[config.mk]
export PLATFORM = sky130hd
export DESIGN_NAME = serializer
export DESIGN_NICKNAME = d
export VERILOG_FILES = /design/src/rtl/serializer.sv
export SDC_FILE = /design/constraint.sdc
export NUM_CORES = 1
export LEC_CHECK = 0
export CAP_MARGIN = 10
export CORE_ASPECT_RATIO = 0.8
export CORE_MARGIN = 5
export CORE_UTILIZATION = 45
export DETAILED_ROUTE_END_ITERATION = 10
export MAX_ROUTING_LAYER = met4
export PLACE_DENSITY = 0.81
export SLEW_MARGIN = 20
export SYNTH_ARGS = -nofsm -noshare
export SYNTH_HDL_FRONTEND = slang
export SYNTH_SLANG_ARGS = --single-unit
export TNS_END_PERCENT = 1
[constraint.sdc]
create_clock -name clk -period 5.25 [get_ports clk]
set_input_delay 0.525 -clock clk [delete_from_list [all_inputs] [get_ports clk]]
set_output_delay 0.525 -clock clk [all_outputs]
set_load 0.05 [all_outputs]
[src/rtl/serializer.sv]
// Parallel-to-serial stage of the SERDES path.
// Captures one frame in a single transfer, then emits its words in order, word 0 first.
module serializer #(
  parameter int N_SAMPLES = 8,
  parameter int BIT_WIDTH = 32
) (
  input  logic                 clk,
  input  logic                 reset,
  input  logic                 recv_val,
  output logic                 recv_rdy,
  input  logic [BIT_WIDTH-1:0] recv_msg [N_SAMPLES-1:0],
  output logic                 send_val,
  input  logic                 send_rdy,
  output logic [BIT_WIDTH-1:0] send_msg,
  output logic                 send_last
);

  localparam int IW = (N_SAMPLES > 1) ? $clog2(N_SAMPLES) : 1;
  localparam logic [IW-1:0] LAST = IW'(N_SAMPLES - 1);

  localparam logic [0:0] IDLE = 1'b0;
  localparam logic [0:0] SEND = 1'b1;

  logic [0:0]           r_state;
  logic [IW-1:0]        r_idx;
  logic [BIT_WIDTH-1:0] r_data [N_SAMPLES-1:0];

  logic w_at_last;
  logic w_capture;
  logic w_advance;

  assign w_at_last = (r_idx == LAST);
  assign w_capture = (r_state == IDLE) && recv_val;
  assign w_advance = (r_state == SEND) && send_rdy;

  // State and index: capture in IDLE, step per accepted word in SEND
  always_ff @(posedge clk) begin
    if (reset) begin
      r_state <= IDLE;
      r_idx   <= '0;
    end else if (w_capture) begin
      r_state <= SEND;
      r_idx   <= '0;
    end else if (w_advance) begin
      if (w_at_last) begin
        r_state <= IDLE;
        r_idx   <= '0;
      end else begin
        r_idx <= r_idx + 1'b1;
      end
    end
  end

  // Frame storage: written only on the IDLE capture
  always_ff @(posedge clk) begin
    if (reset) begin
      for (int i = 0; i < N_SAMPLES; i++) begin
        r_data[i] <= '0;
      end
    end else if (w_capture) begin
      for (int i = 0; i < N_SAMPLES; i++) begin
        r_data[i] <= recv_msg[i];
      end
    end
  end

  generate
    if (N_SAMPLES == 1) begin : g_one
      assign send_msg = r_data[0];
    end else begin : g_many
      assign send_msg = r_data[r_idx];
    end
  endgenerate

  // Outputs decode from state only; no path from send_rdy to recv_rdy
  always_comb begin
    recv_rdy  = (r_state == IDLE);
    send_val  = (r_state == SEND);
    send_last = (r_state == SEND) && w_at_last;
  end

endmodule

==> impl_metrics.py, run 1 <==
metrics = {
    "outcome": {
        "run_status": "completed",
    },
    "clock_network": {
        "ctsRootBufferMaster": "clkbuf_16",
        "clock_latency_ns": 0.52,
        "cts_buffers": 27,
        "cts_tree": "built",
        "cts_buffer_depth": 3,
        "holdBufCountCts": 0,
        "cts_setup_buffers": 0,
        "clock-sinks": 263,
        "h-tree-depth": 1,
        "clk_pin_slew_ns": 0.06,
        "cts_resized": 0,
    },
    "synth": {
        "async_flop_share_pct": 0,
        "yosys.area.top_type": "edfxtp_1",
        "synthFlopType": "edfxtp_1",
        "syn_avg_cell_area_um2": 17.3,
        "yosysUniqueCellTypes": 21,
        "syn-instance-count": 680,
        "syn_nets": 942,
        "synth_edf_count": 256,
        "ys_seq_area_share_pct": 66.6,
        "synth-seq-cells": 263,
        "yosysWarnings": 0,
        "syn_area_um2": 11800,
        "synth_area_leaders": "edfxtp_1 (65%), and2_1 (10%), mux4_1 (8.9%)",
        "synth_top_area_share_pct": 65.4,
    },
    "detailed_routing": {
        "drcViolationCount": 0,
        "drt-initial-drc-count": 356,
        "ant_nets": 0,
        "firstDrtPassIters": 4,
        "wl_per_cell_um": 20.6,
        "routed_via_density": 5.09,
        "dr_total_vias": 6812,
        "routed_wirelength_um": 27700,
    },
    "global_route": {
        "grt.busiest_layer": "met2",
        "met2_usage_pct": 30.4,
        "overflow": 0,
        "grtUsageMet1_pct": 24.1,
        "antenna_found_initial": 4,
        "grt_max_degree": 115,
        "grt_first_pass_wirelength_um": 41700,
        "grt_pass1_vias": 7332,
        "track_usage_pct": 18.9,
        "use_met3_pct": 6.17,
    },
    "placement": {
        "place_area_um2": 15000,
        "gp_congestion": 0.821,
        "io_buffers": 294,
        "dp_slack_ns": 1.85,
        "hpwl_um": 18900,
    },
    "power": {
        "p_leak_nw": 5.85,
        "ir_worst_vdd_mv": 0.218,
        "powerDensity_nw_per_um2": 312,
        "finalPower_mw": 4.96,
    },
    "layout": {
        "syn_to_final_growth_pct": 35.0,
        "final_area_um2": 15900,
        "drive_gt1_share_pct": 11.4,
        "final_util_pct": 62.2,
        "fin_nets": 1228,
    },
    "worst_setup_path": {
        "crit_family": "buffers and inverters",
        "critPathKind": "reg2out",
        "crit_path_cell_trace": "buf_4 > mux4_1 > mux2_2 > clkdlybuf4s50_1",
        "cp_data_arrival_time_ns": 3.35,
        "cp_slowest_stage_delay_ns": 0.80,
        "cp-end-kind": "primary output",
        "cp.buffers_inverters": 2,
        "cp.required_ns": 4.72,
        "critPathSlowestCell": "dfxtp_4",
        "cp-start-kind": "flop",
        "worstPathMaxFanout": 34,
    },
    "sta": {
        "period_share_pct": 73.8,
        "max_freq_mhz": 258,
        "worst_slew_margin_rel_pct": 28.2,
        "slew_violations": 0,
        "rsz0062_at_grt": "false",
        "fin_skew_ns": 0.00517,
        "setup_violations": 0,
        "layout_setup_ws_ns": 1.38,
        "hold_viol": 0,
        "tightest_slew_ns": 1.08,
        "min_period_ns": 3.87,
        "tns_ns": 0,
    },
    "floorplanning": {
        "io_pins": 295,
        "die_h_um": 155,
        "num_rows": 52,
        "floorplan.initialDensity_pct": 46.1,
        "die_x_um": 191,
        "die-area_um2": 29500,
        "core_area_um2": 25500,
    },
    "job": {
        "maxCapViolCount": 0,
    },
    "hold_path": {
        "hp-class": "reg2reg",
    },
}
-- layout make-up --
type,instances,area [µm²]
Fill cell,1829,9630
Sequential cell,263,7830
Multi-Input combinational cell,369,3700
Inverter,1,3.75
Tap cell,351,439
Timing Repair Buffer,304,3040
Clock buffer,39,751
Antenna cell,3,7.51
Clock inverter,9,101
-- cell usage after synthesis, types with 2 or more instances --
library cell  instances
buf_1                 3
mux4_2               24
mux2_2               32
nor2b_1              65
and2_1              193
dfxtp_1               7
edfxtp_1            256
a21bo_2               3
buf_6                 7
clkbuf_1             30
a211oi_1              3
ha_1                  2
nand3_1               2
mux4_1               40
buf_2                 7
-- metal layers --
layer | wire length [µm] | part of all wire (%) | up-vias
met2 | 13300 | 48 | 282
met4 | 546 | 2.0 | 0
met3 | 2470 | 8.9 | 40
met5 | 0 | 0 | -
met1 | 11300 | 41 | 3350
li1 | - | - | 3140
-- kinds of logic (layout without fill, tap and decap cells) --
| kind of cell | Yosys count | after routing | share of synthesized area [%] |
|---|---|---|---|
| and+or+nand+nor | 264 | 264 | 14.1 |
| muxes | 96 | 96 | 16.6 |
| DFF | 263 | 263 | 66.6 |
| other | 0 | 3 | 0 |
| AOI/OAI and AO/OA | 7 | 7 | 0.521 |
| buffers and inverters | 48 | 353 | 2.05 |
| adders and majority gates | 2 | 2 | 0.213 |
-- stage by stage --
| step | hold slack (ns) | instances |
|---|---|---|
| 2_1_floorplan | 0.549 | 680 |
| 3_3_place_gp | 0.560 | 1288 |
| 3_5_place_dp | 0.602 | 1288 |
| 4_1_cts | 0.607 | 1336 |
| 5_1_grt | 0.630 | 1339 |
| 6_report | 0.595 | 1339 |
-- where the power goes --
part | total, mW | internal [mW] | switching [mW] | leakage [nW]
Sequential | 2.53 | 2.48 | 0.0501 | 2.81
Combinational | 0.574 | 0.328 | 0.246 | 2.63
Clock | 1.86 | 1.09 | 0.770 | 0.409
-- layout by cell type, fill, tap and decap left out, types with 3 or more instances in the layout --
cell type	Yosys	layout
buf_4	0	8
and2_1	193	193
clkbuf_8	0	3
diode_2	0	3
edfxtp_1	256	256
mux4_2	24	24
nor2b_1	65	65
clkbuf_16	0	27
clkdlybuf4s50_1	0	293
clkbuf_1	30	9
a21bo_2	3	3
dfxtp_1	7	4
a211oi_1	3	3
mux4_1	40	40
mux2_2	32	32
-- state kept, by name, indices dropped and copies added, names as in the netlist, named ones only --
name / flops
r_data: 256
r_idx: 3
send_val: 1
-- tightest hold or removal path: cells and delay by family, from the launching register on --
kind | cells | cell delay, ns
AO/OA/AOI/OAI | 1 | 0.07
flip-flops | 1 | 0.35
AND/OR/NAND/NOR | 1 | 0.12
-- worst paths after layout --
check                              start      endpoint  slack, ns  depth (start not counted)
worst max register to register  send_val  r_data[7][7]       2.93                          3
worst min register to register  r_idx[0]          flop       0.60                          2
worst min-delay path            r_idx[0]          flop       0.60                          2
worst max-delay path                flop  send_msg[18]       1.38                          4
Note: power is estimated with default switching activity, not from simulation.
==> inputs of run 2 (changes only) <==
==> constraint.sdc (replaced) <==
create_clock -name clk -period 3.9 [get_ports clk]
set_input_delay 0.39 -clock clk [delete_from_list [all_inputs] [get_ports clk]]
set_output_delay 0.39 -clock clk [all_outputs]
set_load 0.05 [all_outputs]
==> run 2 against run 1 <==
Sequential power grew 34%; clock-buffer cell count decreased by 9; hold slack worse by 0.080 ns; global-route usage shrank 0.29 points; clock skew increased by 0.0043 ns; cell area rose by 0.69%; worst setup slack worse by 1.0 ns; die area unchanged; combinational power increased by 37%; sequential share of layout area down 0.34 points; critical path type unchanged.
==> impl_metrics.py, run 2 (synthesized netlist as in run 1, its figures left out) <==
metrics = {
    "outcome": {
        "run_status": "completed",
    },
    "detailed_routing": {
        "wl_per_cell_um": 20.5,
        "routed_via_density": 5.08,
        "firstDrtPassIters": 4,
        "drt-initial-drc-count": 316,
        "drcViolationCount": 0,
        "ant_nets": 0,
        "dr_total_vias": 6805,
        "routed_wirelength_um": 27500,
    },
    "clock_network": {
        "cts_tree": "built",
        "clk_pin_slew_ns": 0.07,
        "cts_resized": 0,
        "clock-sinks": 263,
        "holdBufCountCts": 0,
        "clock_latency_ns": 0.52,
        "cts_buffers": 27,
        "ctsRootBufferMaster": "clkbuf_16",
        "cts_buffer_depth": 3,
        "h-tree-depth": 1,
        "cts_setup_buffers": 0,
    },
    "layout": {
        "mostFrequentLayoutCell": "clkdlybuf4s50_1",
        "fin_nets": 1231,
        "fillers": 1848,
        "layout_common_cells": "clkdlybuf4s50_1 (293), edfxtp_1 (256), and2_1 (193), nor2b_1 (65), mux4_1 (40)",
        "drive_gt1_share_pct": 12.0,
        "largest_register_ffs": 256,
        "largest-register": "r_data",
        "syn_to_final_growth_pct": 35.9,
    },
    "job": {
        "maxCapViolCount": 0,
    },
    "floorplanning": {
        "floorplan.initialDensity_pct": 46.1,
        "die_x_um": 191,
        "die-area_um2": 29500,
        "core_area_um2": 25500,
        "die_h_um": 155,
        "num_rows": 52,
        "io_pins": 295,
    },
    "worst_setup_path": {
        "crit_path_cell_trace": "buf_4 > mux4_1 > mux2_2 > clkdlybuf4s50_1",
        "cp-end-kind": "primary output",
        "cp-start-kind": "flop",
        "critPathKind": "reg2out",
        "rrSetupSlack_ns": 1.71,
        "reg2reg_depth": 3,
        "cp_data_arrival_time_ns": 3.17,
        "worstPathMaxFanout": 27,
        "cp.required_ns": 3.51,
        "timing.rr.start": "send_val",
        "cp_slowest_stage_delay_ns": 0.73,
        "critPathSlowestCell": "clkdlybuf4s50_1",
        "r2r-end": "r_data[5][24]",
    },
    "sta": {
        "period_share_pct": 91.2,
        "setup_violations": 0,
        "worst_slew_margin_rel_pct": 41.7,
        "hold_viol": 0,
        "max_freq_mhz": 281,
        "min_period_ns": 3.56,
        "tns_ns": 0,
        "tightest_slew_ns": 0.875,
        "fin_skew_ns": 0.00948,
        "rsz0062_at_grt": "false",
        "layout_setup_ws_ns": 0.344,
        "slew_violations": 0,
    },
    "placement": {
        "gp_congestion": 0.821,
        "dp_slack_ns": 0.849,
        "hpwl_um": 18700,
        "io_buffers": 294,
    },
    "power": {
        "p_leak_nw": 5.90,
        "powerDensity_nw_per_um2": 422,
        "ir_worst_vdd_mv": 0.287,
    },
    "global_route": {
        "track_usage_pct": 18.6,
        "grt_first_pass_wirelength_um": 41000,
        "overflow": 0,
        "grt_pass1_vias": 7246,
        "grt_max_degree": 137,
        "antenna_found_initial": 3,
    },
    "hold_path": {
        "hp-class": "in2reg",
        "hold_end": "r_data[0][7]",
        "worstHoldPathCells": 2,
        "worstHoldStart": "recv_msg[7]",
    },
}
run 2: through the flow:
| stage | hold WS, ns | power (mW) | std cells | util, % | area, µm² |
|---|---|---|---|---|---|
| final | 0.515 | 6.75 | 1340 | 62.7 | 16000 |
| after CTS | 0.497 | 6.82 | 1336 | 62.6 | 16000 |
| after detailed placement | 0.610 | 4.25 | 1291 | 59.2 | 15100 |
| after floorplan | 0.505 | 3.83 | 680 | - | 11800 |
| after global placement | 0.582 | 4.23 | 1291 | 59.2 | 15100 |
| after global routing | 0.506 | 6.99 | 1339 | 62.7 | 16000 |
run 2: per-layer routing:
layer,GRT usage [%],up-vias,share of wire (%)
met5,-,-,0
met4,3.90,0,2.0
met3,5.16,44,8.5
met2,30.0,279,48
met1,24.1,3336,42
li1,-,3146,-
run 2: final cells by class:
| class | instances | area (µm²) | area share, % |
|---|---|---|---|
| clock inverters | 15 | 186 | 1.17 |
| multi-input cells | 369 | 3700 | 23.1 |
| flip-flops and latches | 263 | 7830 | 49.0 |
| inverters | 1 | 3.75 | 0.0235 |
| well taps | 351 | 439 | 2.75 |
| repair buffers | 307 | 3120 | 19.5 |
| diodes | 4 | 10.0 | 0.0626 |
| clock buffers | 30 | 687 | 4.30 |
run 2: worst max path at each step:
stage | from | to | slack (ns) | depth (start not counted)
2_1_floorplan | send_val | r_data[0][0] | 0.58 | 3
4_1_cts | flop | send_msg[9] | 0.28 | 4
3_3_place_gp | flop | send_msg[7] | 0.89 | 4
5_1_grt | flop | send_msg[7] | 0.19 | 4
6_report | flop | send_msg[7] | 0.34 | 4
3_5_place_dp | flop | send_msg[9] | 0.85 | 4
run 2: worst max-delay path: cells and delay by family, from the launching register on:
kind	cells	cell delay, ns
buffers and inverters	2	1.09
flip-flops	1	0.70
multiplexers	2	0.84
run 2: power by group:
group / switching [mW] / leakage [nW] / internal (mW)
Clock: 1.04 / 0.428 / 1.53
Combinational: 0.339 / 2.66 / 0.450
Sequential: 0.0584 / 2.81 / 3.33
